## src/rtl/uart_pkg.sv

```systemverilog
// Shared definitions for the 16x-oversampling UART receiver.
//   rx_state_e  : receiver FSM states
//   OS_RATE     : samples per bit; SCNT_W is the sample-counter width
//   VOTE_S0..S2 : sample indices used by the 2-of-3 majority vote
//   LAST_SAMPLE : final sample index of a bit period
//   majority3() : 2-of-3 majority helper
package uart_pkg;

    localparam int OS_RATE = 16;
    localparam int SCNT_W  = $clog2(OS_RATE);

    localparam logic [SCNT_W-1:0] VOTE_S0     = SCNT_W'(7);
    localparam logic [SCNT_W-1:0] VOTE_S1     = SCNT_W'(8);
    localparam logic [SCNT_W-1:0] VOTE_S2     = SCNT_W'(9);
    localparam logic [SCNT_W-1:0] LAST_SAMPLE = SCNT_W'(15);

    typedef enum logic [2:0] {
        IDLE,
        START,
        DATA,
        PARITY,
        STOP,
        BRK_WAIT
    } rx_state_e;

    function automatic logic majority3(input logic a, input logic b, input logic c);
        return (a & b) | (a & c) | (b & c);
    endfunction

endpackage

```

## src/rtl/uart_rx_os16_if.sv

```systemverilog
// Received-word stream between the UART receiver and its consumer.
//   rx_data    : received word, right-justified
//   rx_valid   : holding register full
//   rx_ready   : consumer accepts the word on rx_valid & rx_ready
//   parity_err : parity mismatch for rx_data, qualified by rx_valid
//   frame_err  : stop bit sampled 0 for rx_data, qualified by rx_valid
// master = receiver side, slave = consumer side.
interface uart_rx_os16_if;

    logic [7:0] rx_data;
    logic       rx_valid;
    logic       rx_ready;
    logic       parity_err;
    logic       frame_err;

    modport master (
        output rx_data,
        output rx_valid,
        output parity_err,
        output frame_err,
        input  rx_ready
    );

    modport slave (
        input  rx_data,
        input  rx_valid,
        input  parity_err,
        input  frame_err,
        output rx_ready
    );

endinterface

```

## src/rtl/uart_rx_sampler.sv

```systemverilog
// rx synchroniser and 3-sample majority voter.
//   clk, reset    : system clock, asynchronous active-high reset
//   baud_x16_tick : 16x baud tick; samples are only captured on ticks
//   rx            : asynchronous serial input (idles high)
//   s_idx         : sample index of the current tick within the bit
//   rx_sync       : synchronised rx
//   vote          : 2-of-3 majority of rx_sync at samples 7, 8, 9;
//                   valid on the tick whose s_idx is 9
module uart_rx_sampler
    import uart_pkg::*;
#(
    parameter int SYNC_STAGES = 2
) (
    input  logic              clk,
    input  logic              reset,
    input  logic              baud_x16_tick,
    input  logic              rx,
    input  logic [SCNT_W-1:0] s_idx,
    output logic              rx_sync,
    output logic              vote
);

    logic [SYNC_STAGES-1:0] sync_q;
    logic                   samp0;
    logic                   samp1;

    // Synchroniser resets to the idle (high) line level so no false start
    // is seen coming out of reset.
    always_ff @(posedge clk or posedge reset) begin
        if (reset) begin
            sync_q <= '1;
            samp0  <= 1'b1;
            samp1  <= 1'b1;
        end else begin
            // NOTE: non-blocking assignments make every stage take the value
            // its predecessor held before this edge, forming a true shift chain.
            sync_q <= {sync_q[SYNC_STAGES-2:0], rx};
            if (baud_x16_tick && s_idx == VOTE_S0) samp0 <= sync_q[SYNC_STAGES-1];
            if (baud_x16_tick && s_idx == VOTE_S1) samp1 <= sync_q[SYNC_STAGES-1];
        end
    end

    assign rx_sync = sync_q[SYNC_STAGES-1];

    // The third sample is the live synced value on the s_idx=9 tick.
    assign vote = majority3(samp0, samp1, rx_sync);

endmodule

```

## src/rtl/uart_rx_os16.sv

```systemverilog
// UART receiver, 16x oversampling, with one-entry valid/ready holding register.
//   clk, reset    : system clock, asynchronous active-high reset
//   baud_x16_tick : one-clk pulse at 16x baud; the block advances only on it
//   rx            : asynchronous serial input (idles high)
//   rx_if         : received-word stream (rx_data/rx_valid/rx_ready and
//                   per-word parity_err/frame_err)
//   overrun_err   : one-clk pulse, frame completed while holding reg full
//   break_det     : one-clk pulse on break detection
//   busy          : FSM not in IDLE
module uart_rx_os16
    import uart_pkg::*;
#(
    parameter int DATA_BITS   = 8,
    parameter bit PARITY_EN   = 1'b0,
    parameter bit PARITY_ODD  = 1'b0,
    parameter int SYNC_STAGES = 2
) (
    input  logic                  clk,
    input  logic                  reset,
    input  logic                  baud_x16_tick,
    input  logic                  rx,
    uart_rx_os16_if.master        rx_if,
    output logic                  overrun_err,
    output logic                  break_det,
    output logic                  busy
);

    rx_state_e              state;
    logic [SCNT_W-1:0]      s_cnt;
    logic [SCNT_W-1:0]      s_idx;
    logic [2:0]             bit_cnt;
    logic [DATA_BITS-1:0]   shreg;
    logic                   perr_q;
    logic                   par_vote_q;
    logic [7:0]             data_q;
    logic                   valid_q;
    logic                   perr_out;
    logic                   ferr_out;
    logic                   rx_sync;
    logic                   vote;
    logic                   is_break;

    uart_rx_sampler #(
        .SYNC_STAGES(SYNC_STAGES)
    ) u_sampler (
        .clk          (clk),
        .reset        (reset),
        .baud_x16_tick(baud_x16_tick),
        .rx           (rx),
        .s_idx        (s_idx),
        .rx_sync      (rx_sync),
        .vote         (vote)
    );

    // Sample index of the current tick. The start-detect tick is sample 0 and
    // s_cnt holds the index of the last tick, so each later tick is s_cnt + 1
    // (wrapping 15 -> 0 at bit boundaries).
    assign s_idx = (state == IDLE) ? '0 : s_cnt + 1'b1;

    // Break: all-zero data, zero parity vote (when present) and zero stop vote.
    assign is_break = (shreg == '0) && !(PARITY_EN && par_vote_q) && !vote;

    always_ff @(posedge clk or posedge reset) begin
        if (reset) begin
            state       <= IDLE;
            s_cnt       <= '0;
            bit_cnt     <= '0;
            // NOTE: the datapath registers are reset as well, because rx_data
            // and the flags must read 0 after reset, not stale frame contents.
            shreg       <= '0;
            perr_q      <= 1'b0;
            par_vote_q  <= 1'b0;
            data_q      <= '0;
            valid_q     <= 1'b0;
            perr_out    <= 1'b0;
            ferr_out    <= 1'b0;
            overrun_err <= 1'b0;
            break_det   <= 1'b0;
        end else begin
            overrun_err <= 1'b0;
            break_det   <= 1'b0;

            // A read empties the register unless a completion below reloads it.
            if (valid_q && rx_if.rx_ready) valid_q <= 1'b0;

            if (baud_x16_tick) begin
                case (state)
                    IDLE: begin
                        if (!rx_sync) begin
                            state <= START;
                            s_cnt <= '0;
                        end
                    end

                    START: begin
                        s_cnt <= s_idx;
                        if (s_idx == VOTE_S2 && vote) begin
                            state <= IDLE;
                            s_cnt <= '0;
                        end else if (s_idx == LAST_SAMPLE) begin
                            state <= DATA;
                        end
                    end

                    DATA: begin
                        s_cnt <= s_idx;
                        if (s_idx == VOTE_S2) shreg <= {vote, shreg[DATA_BITS-1:1]};
                        if (s_idx == LAST_SAMPLE) begin
                            if (bit_cnt == 3'(DATA_BITS - 1)) begin
                                bit_cnt <= '0;
                                state   <= PARITY_EN ? PARITY : STOP;
                            end else begin
                                bit_cnt <= bit_cnt + 1'b1;
                            end
                        end
                    end

                    PARITY: begin
                        s_cnt <= s_idx;
                        if (s_idx == VOTE_S2) begin
                            perr_q     <= vote ^ (^shreg) ^ PARITY_ODD;
                            par_vote_q <= vote;
                        end
                        if (s_idx == LAST_SAMPLE) state <= STOP;
                    end

                    STOP: begin
                        s_cnt <= s_idx;
                        if (s_idx == VOTE_S2) begin
                            // Leave at mid-stop so the next start edge can be
                            // caught half a bit early.
                            s_cnt     <= '0;
                            state     <= is_break ? BRK_WAIT : IDLE;
                            break_det <= is_break;
                            if (!valid_q || rx_if.rx_ready) begin
                                data_q   <= 8'(shreg);
                                perr_out <= PARITY_EN && perr_q;
                                ferr_out <= !vote;
                                valid_q  <= 1'b1;
                            end else begin
                                overrun_err <= 1'b1;
                            end
                        end
                    end

                    BRK_WAIT: begin
                        if (rx_sync) state <= IDLE;
                    end

                    default: begin
                        state <= IDLE;
                        s_cnt <= '0;
                    end
                endcase
            end
        end
    end

    assign rx_if.rx_data    = data_q;
    assign rx_if.rx_valid   = valid_q;
    assign rx_if.parity_err = perr_out;
    assign rx_if.frame_err  = ferr_out;
    assign busy             = (state != IDLE);

endmodule

```

## src/flat_wrapper.sv

```systemverilog
// flat-port wrapper written by rule: the top's interface ports become plain ports
module uart_rx_os16_flat import uart_pkg::*;
#(
    parameter int DATA_BITS   = 8,
    parameter bit PARITY_EN   = 1'b0,
    parameter bit PARITY_ODD  = 1'b0,
    parameter int SYNC_STAGES = 2
)
  (clk, reset, baud_x16_tick, rx, overrun_err, break_det, busy, rx_if_rx_data, rx_if_rx_valid, rx_if_parity_err, rx_if_frame_err, rx_if_rx_ready);
  uart_rx_os16_if rx_if_i ();
  input  logic clk;
  input  logic reset;
  input  logic baud_x16_tick;
  input  logic rx;
  output logic overrun_err;
  output logic break_det;
  output logic busy;
  output wire logic [$bits(rx_if_i.rx_data)-1:0] rx_if_rx_data;
  output wire logic [$bits(rx_if_i.rx_valid)-1:0] rx_if_rx_valid;
  output wire logic [$bits(rx_if_i.parity_err)-1:0] rx_if_parity_err;
  output wire logic [$bits(rx_if_i.frame_err)-1:0] rx_if_frame_err;
  input wire logic [$bits(rx_if_i.rx_ready)-1:0] rx_if_rx_ready;
  assign rx_if_rx_data = rx_if_i.rx_data;
  assign rx_if_rx_valid = rx_if_i.rx_valid;
  assign rx_if_parity_err = rx_if_i.parity_err;
  assign rx_if_frame_err = rx_if_i.frame_err;
  assign rx_if_i.rx_ready = rx_if_rx_ready;
  uart_rx_os16 #(.DATA_BITS(DATA_BITS), .PARITY_EN(PARITY_EN), .PARITY_ODD(PARITY_ODD), .SYNC_STAGES(SYNC_STAGES)) u_core (.clk(clk), .reset(reset), .baud_x16_tick(baud_x16_tick), .rx(rx), .rx_if(rx_if_i), .overrun_err(overrun_err), .break_det(break_det), .busy(busy));
endmodule
```

## config.mk

```make
export PLATFORM = sky130hd
export DESIGN_NAME = uart_rx_os16_flat
export DESIGN_NICKNAME = d
export VERILOG_FILES = /design/src/rtl/uart_pkg.sv /design/src/rtl/uart_rx_os16_if.sv /design/src/rtl/uart_rx_sampler.sv /design/src/rtl/uart_rx_os16.sv /design/src/flat_wrapper.sv
export SDC_FILE = /design/constraint.sdc
export NUM_CORES = 1
export LEC_CHECK = 0
export CORE_UTILIZATION = 49
export CTS_CLUSTER_SIZE = 10
export DETAILED_ROUTE_END_ITERATION = 8
export PLACE_DENSITY = 0.75
export SYNTH_ARGS = -nofsm -noshare
export SYNTH_HDL_FRONTEND = slang
export SYNTH_SLANG_ARGS = --single-unit
```

## constraint.sdc

```tcl
create_clock -name clk -period 2.2 [get_ports clk]
set_clock_uncertainty 0.1 [all_clocks]
set_input_delay 0.44 -clock clk [delete_from_list [all_inputs] [get_ports clk]]
set_output_delay 0.44 -clock clk [all_outputs]
set_load 0.02 [all_outputs]
```

# == Word-level counts from Yosys, hierarchy flattened ==
# Cells that the tools add are included.
# Widths: inputs -> output; s select.
# classes
div_mod_pow,0
mux,28
n_mul,0
bitwise,6
add_sub_neg,2
reduce_logical,17
n_eq_ne,17
order_cmp,0
n_shift,0
# ops
op,count
$mux 3,10
$pmux 4 s5,1
$pmux 3 s6,1
$mux 4,4
$eq 4x4->1 const B,3
$mux 1,12
$eq 3x3->1 const B,3
$reduce_and 3->1,3
$logic_not 8->1,1
$ne 2x1->1 const B,4
$reduce_and 8->1,1
$eq 3x2->1 const B,2
$logic_and 1x1->1,5
$add 4x1->4 const B,1
$eq 4x3->1 const B,1
$ne 2x2->1 const B,2
$reduce_and 4->1,1
$add 3x1->3 const B,1
$and 1x1->1,3
$eq 3x1->1 const B,1
$logic_not 3->1,1
$ne 3x1->1 const B,1
$reduce_bool 3->1,1
$logic_not 1->1,2
4 further kinds,5
# word_totals
input_bits,5
elab_cells,82
romBits,0
mem_count,0
mem_bits_rw,0
latch_bits,0
register_bits,34

# == Longest topological paths before layout ==
# logic_depth
depth_word,8
mapped_depth,6
mapped_depth_nobuf,6

# == Cells and area by module ==
# From an unflattened synthesis, not the netlist that was laid out.
# hier_totals
hier_cells,148
hier_area_um2,1700.4
# modules_own_cells
module,cells_each,n_inst,area_each_um2
uart_rx_os16,136,1,1524.0
uart_rx_sampler,12,1,176.4

# == Worst setup path after synthesis ==
# No wires, ideal clock.
# synth_path
path_type,flip-flop to flip-flop
start,register u_core.s_cnt[1]
end,register u_core.data_q[0] (netlist: u_core.rx_if.rx_data[0])
n_path_buf,1
stages_incl_launch_ff,7
t_arrival_ns,1.810
setup_slack_ns,0.165
period_less_slack_ns,2.035
cell_sequence,dfrtp_1 ha_1 xnor2_2 and3_4 and4_4 buf_6 mux2_2
# synth_via
elab_chain_len,4
# synth_rtl
element,line,rtl
from (decl),uart_rx_os16.sv:29,logic [SCNT_W-1:0] s_cnt;
from (signal assigned),uart_rx_os16.sv:96,s_cnt <= s_idx;
from (signal assigned),uart_rx_os16.sv:106,s_cnt <= s_idx;
from (signal assigned),uart_rx_os16.sv:119,s_cnt <= s_idx;
$add 4x1->4,uart_rx_os16.sv:58,assign s_idx = (state == IDLE) ? '0 : s_cnt + 1'b1;
$mux 4,uart_rx_os16.sv:58,
$eq 4x4->1,uart_rx_os16.sv:129,if (s_idx == VOTE_S2) begin
$reduce_and 4->1 (no line),n/a,
to (signal assigned),uart_rx_os16.sv:136,data_q <= 8'(shreg);
to (decl),uart_rx_os16.sv:35,logic [7:0] data_q;
# Every way passes these cells.
# A chain may end at the register's enable or synchronous reset.

# == Worst setup path after layout ==
# layout_path
start,register u_core.state[0]
end,output port busy
# layout_via
elab_chain_len,1
# layout_rtl
element,line,rtl
from (decl),uart_rx_os16.sv:28,rx_state_e state;
from (signal assigned),uart_rx_os16.sv:111,state <= PARITY_EN ? PARITY : STOP;
from (signal assigned),uart_rx_os16.sv:133,state <= is_break ? BRK_WAIT : IDLE;
$reduce_bool 3->1,uart_rx_os16.sv:163,assign busy = (state != IDLE);
to (decl),flat_wrapper.sv:17,output logic busy;
# Every way passes these cells.

==> reports/qor.yml <==
floorplanning:
  ioPinCount: 19
  initial_utilization: 0.529
  die_area_um2: 3640
  core-area_um2: 3150
  fp.dieH_um: 60.4
  placementRows: 20
  die-width_um: 60.4
place:
  gpl.final_weighted_congestion: 0.924
  placedInstanceArea_um2: 1900
  dp.cells: 197
  buffer_ports.inserted: 17
  place.detailed.hpwl_um: 2320
power:
  power_per_cell_area_nw_per_um2: 1030
  leakagePower_nw: 0.912
  vdd_ir_drop_max_mv: 0.592
route:
  routedLengthMet1_um: 1330
  drtPass1Iterations: 4
  totalWireLength_um: 3230
  met3RoutedLength_um: 162
  routed_via_density: 5.66
  drc: 0
  routed-wl-met2_um: 1680
  drt_iter0_markers: 31
  postRouteAntennaNets: 0
  detailroute.via_count: 1165
  wire_per_inst_um: 15.7
  dr.max_layer_used: "met4"
synthesis:
  synth-seq-cells: 34
  synth.yosys.warnings: 0
  synth-edff-count: 0
  instance_count_of_the_mapped_netlist: 136
  synth.yosys.seq_area_share: 0.513
  ys_dominant_reg_cell: "sky130_fd_sc_hd__dfrtp_1"
  synth_top_area_share: 0.450
  synth_fp_nets: 144
  postSynthAreaPerCell_um2: 12.3
  yosys.cell_types.count: 44
  synth_area_um2: 1670
  synth_top_cells_by_count: "30 x sky130_fd_sc_hd__dfrtp_1, 18 x sky130_fd_sc_hd__mux2_2, 8 x sky130_fd_sc_hd__nor2_1, 5 x sky130_fd_sc_hd__inv_1"
  synth.area.top_cells: "sky130_fd_sc_hd__dfrtp_1 45%, sky130_fd_sc_hd__mux2_2 12%, sky130_fd_sc_hd__dfstp_2 6.3%"
  most_frequent_cell_after_synthesis: "sky130_fd_sc_hd__dfrtp_1"
  synth_area_leader_cell: "sky130_fd_sc_hd__dfrtp_1"
  async_flop_share: 1.00
timing:
  final_hold_viol_count: 0
  setup_violations: 0
  hold-worst-slack_ps: 263
  layout_worst_path_cycle_share: 0.985
  setup_total_negative_slack_ps: 0
  grt_setup_unrepaired: "no"
  timing.final.crit_period_ps: 2170
  fmax_mhz: 462
  finalMaxSlewViolations: 0
cts:
  htree_num_levels: 2
  clock_tree_from_tritoncts: "yes"
  clock_insertion_delay_worst_skew_ps: 340
  worst_setup_hold_path_clk_slew_ps: 100
  clock_path_buffers: 2
  clock-sinks: 34
  clock-root-buffer: "sky130_fd_sc_hd__clkbuf_4"
  cts_buf_count: 5
status:
  run_status: "complete, no violations"
critical_path:
  reg2reg_from: "u_core.s_cnt[1]$_DFFE_PP0P_"
  reg2reg_path_depth: 5
  r2r_setup_slack_ps: 110
  cpPeakStageDelay_ps: 470
  cp_data_required_time_ps: 1660
  critical_path_class: "flop to output pin"
  crit_path_max_fanout: 6
  cpMaxStageDelayCell: "sky130_fd_sc_hd__dfrtp_1"
  crit_path_cell_trace: "or3_1, dlygate4sd2_1"
  cp-start-kind: "flop"
  cp_data_arrival_time_ps: 1630
  end_kind: "output pin"
  crit_reg_reg_endpoint: "u_core.rx_if.rx_data[0]$_DFFE_PP0P_"
cells_and_area:
  final_net_count: 169
  postLayoutCellArea_um2: 1980
  post_route_cells_drive_above_1_share: 0.302
  antenna_cells: 0
  flow.area_growth_from_synthesis_pct: 18.6
  layoutNonFillerInstCount: 206
min_path:
  hold_path_end: "u_core.u_sampler.sync_q[1]$_DFF_PP1_"
  worstHoldStart: "u_core.u_sampler.sync_q[0]$_DFF_PP1_"
  hold-path-cell-count: 0
  hold_path.class: "flop to flop"
global_route:
  global_route_wire_length_before_repair_um: 5460
  grt_max_degree: 35
  via_count_of_the_first_global_routing_pass: 1239
  grt_overflow: 0
  grt_antenna_before_repair: 0
  global_routing_usage_summed_across_all_routing_layers: 0.211
flow_run:
  max_cap_violations: 0
[logic make-up (layout without fill, tap and decap cells)]
kind of cell / after synthesis / count (layout) / synth area share
compound gates: 22 / 22 / 0.0937
xor+xnor: 1 / 1 / 0.00975
fa+ha+maj: 4 / 4 / 0.0285
buf+inv: 12 / 38 / 0.0397
flops: 34 / 34 / 0.513
mux: 22 / 22 / 0.154
other cells: 1 / 1 / 0.00225
simple gates: 40 / 40 / 0.159
[where the power goes]
part | leakage, nW | switching (mW) | internal, mW
Clock | 0.0353 | 0.201 | 0.155
Sequential | 0.444 | 0.115 | 0.736
Combinational | 0.433 | 0.458 | 0.382
Total | 0.912 | 0.775 | 1.27
[metrics by stage]
stage,power [mW],utilization,setup slack (ps)
5_1_grt,2.17,0.628,5.18
4_1_cts,2.02,0.625,45.5
2_1_floorplan,1.43,-,165
3_5_place_dp,1.65,0.602,13.9
3_3_place_gp,1.59,0.602,104
6_report,2.05,0.628,33.6
[metal layers]
metal  vias to the layer above  GRT usage
met2                        38      0.358
met3                         8     0.0682
li1                        544          -
met4                         0     0.0930
met5                         -          0
met1                       575      0.245
[cell usage in the layout, fill, tap and decap left out, drive strengths merged, types with 3 or more instances in the layout]
master         instances
o21ai                  3
dfrtp                 30
nand3                  3
nand2b                 3
inv                    5
nand4                  3
nor2                   8
o2bb2ai                4
a21oi                  4
buf                    8
mux2                  21
dfstp                  4
ha                     3
nor3                   3
clkbuf                 7
nand2                  4
a31oi                  3
clkdlybuf4s50         16
[worst max-delay path, delay by kind of cell (launching register included)]
kind | cells | cell delay (ps)
DFF | 1 | 470
and+or+nand+nor | 1 | 470
buffers and inverters | 1 | 350
[flip-flops by register name, indices dropped and copies added, names as in the netlist]
| name | cells |
|---|---|
| u_core.overrun_err | 1 |
| u_core.rx_if.rx_valid | 1 |
| u_core.rx_if.frame_err | 1 |
| u_core.u_sampler.samp1 | 1 |
| u_core.state | 3 |
| u_core.break_det | 1 |
| u_core.u_sampler.samp0 | 1 |
| u_core.u_sampler.sync_q | 2 |
| u_core.rx_if.rx_data | 8 |
| u_core.bit_cnt | 3 |
| u_core.shreg | 8 |
| u_core.s_cnt | 4 |
[cell type report]
cell class              instances  area [um^2]
clock inverters                 1         5.00
fillers                       267         1170
multi-input cells              90          761
clock buffers                   7         55.1
repair buffers                 25          229
flip-flops and latches         34          856
well taps                      44         55.1
inverters                       5         18.8
[worst max-delay path by stage]
stage | startpoint | to | cells after the start | slack, ps
after floorplan | u_core.s_cnt[1]$_DFFE_PP0P_ | u_core.rx_if.rx_data[0]$_DFFE_PP0P_ | 6 | 160
after global placement | u_core.s_cnt[1]$_DFFE_PP0P_ | u_core.rx_if.rx_data[4]$_DFFE_PP0P_ | 5 | 100
after detailed placement | u_core.s_cnt[1]$_DFFE_PP0P_ | u_core.rx_if.rx_data[0]$_DFFE_PP0P_ | 5 | 10
after CTS | u_core.state[0]$_DFFE_PP0P_ | busy | 2 | 50
after global routing | u_core.state[0]$_DFFE_PP0P_ | busy | 2 | 5
final | u_core.state[0]$_DFFE_PP0P_ | busy | 2 | 30
[repair_timing]
item                       CTS  global route
hold buffers                 0             0
setup endpoints to repair    8            15
pin swaps                    0             1
gates resized for setup      2             1
buffers inserted             0             1
Power figures use the tool's default switching activity.
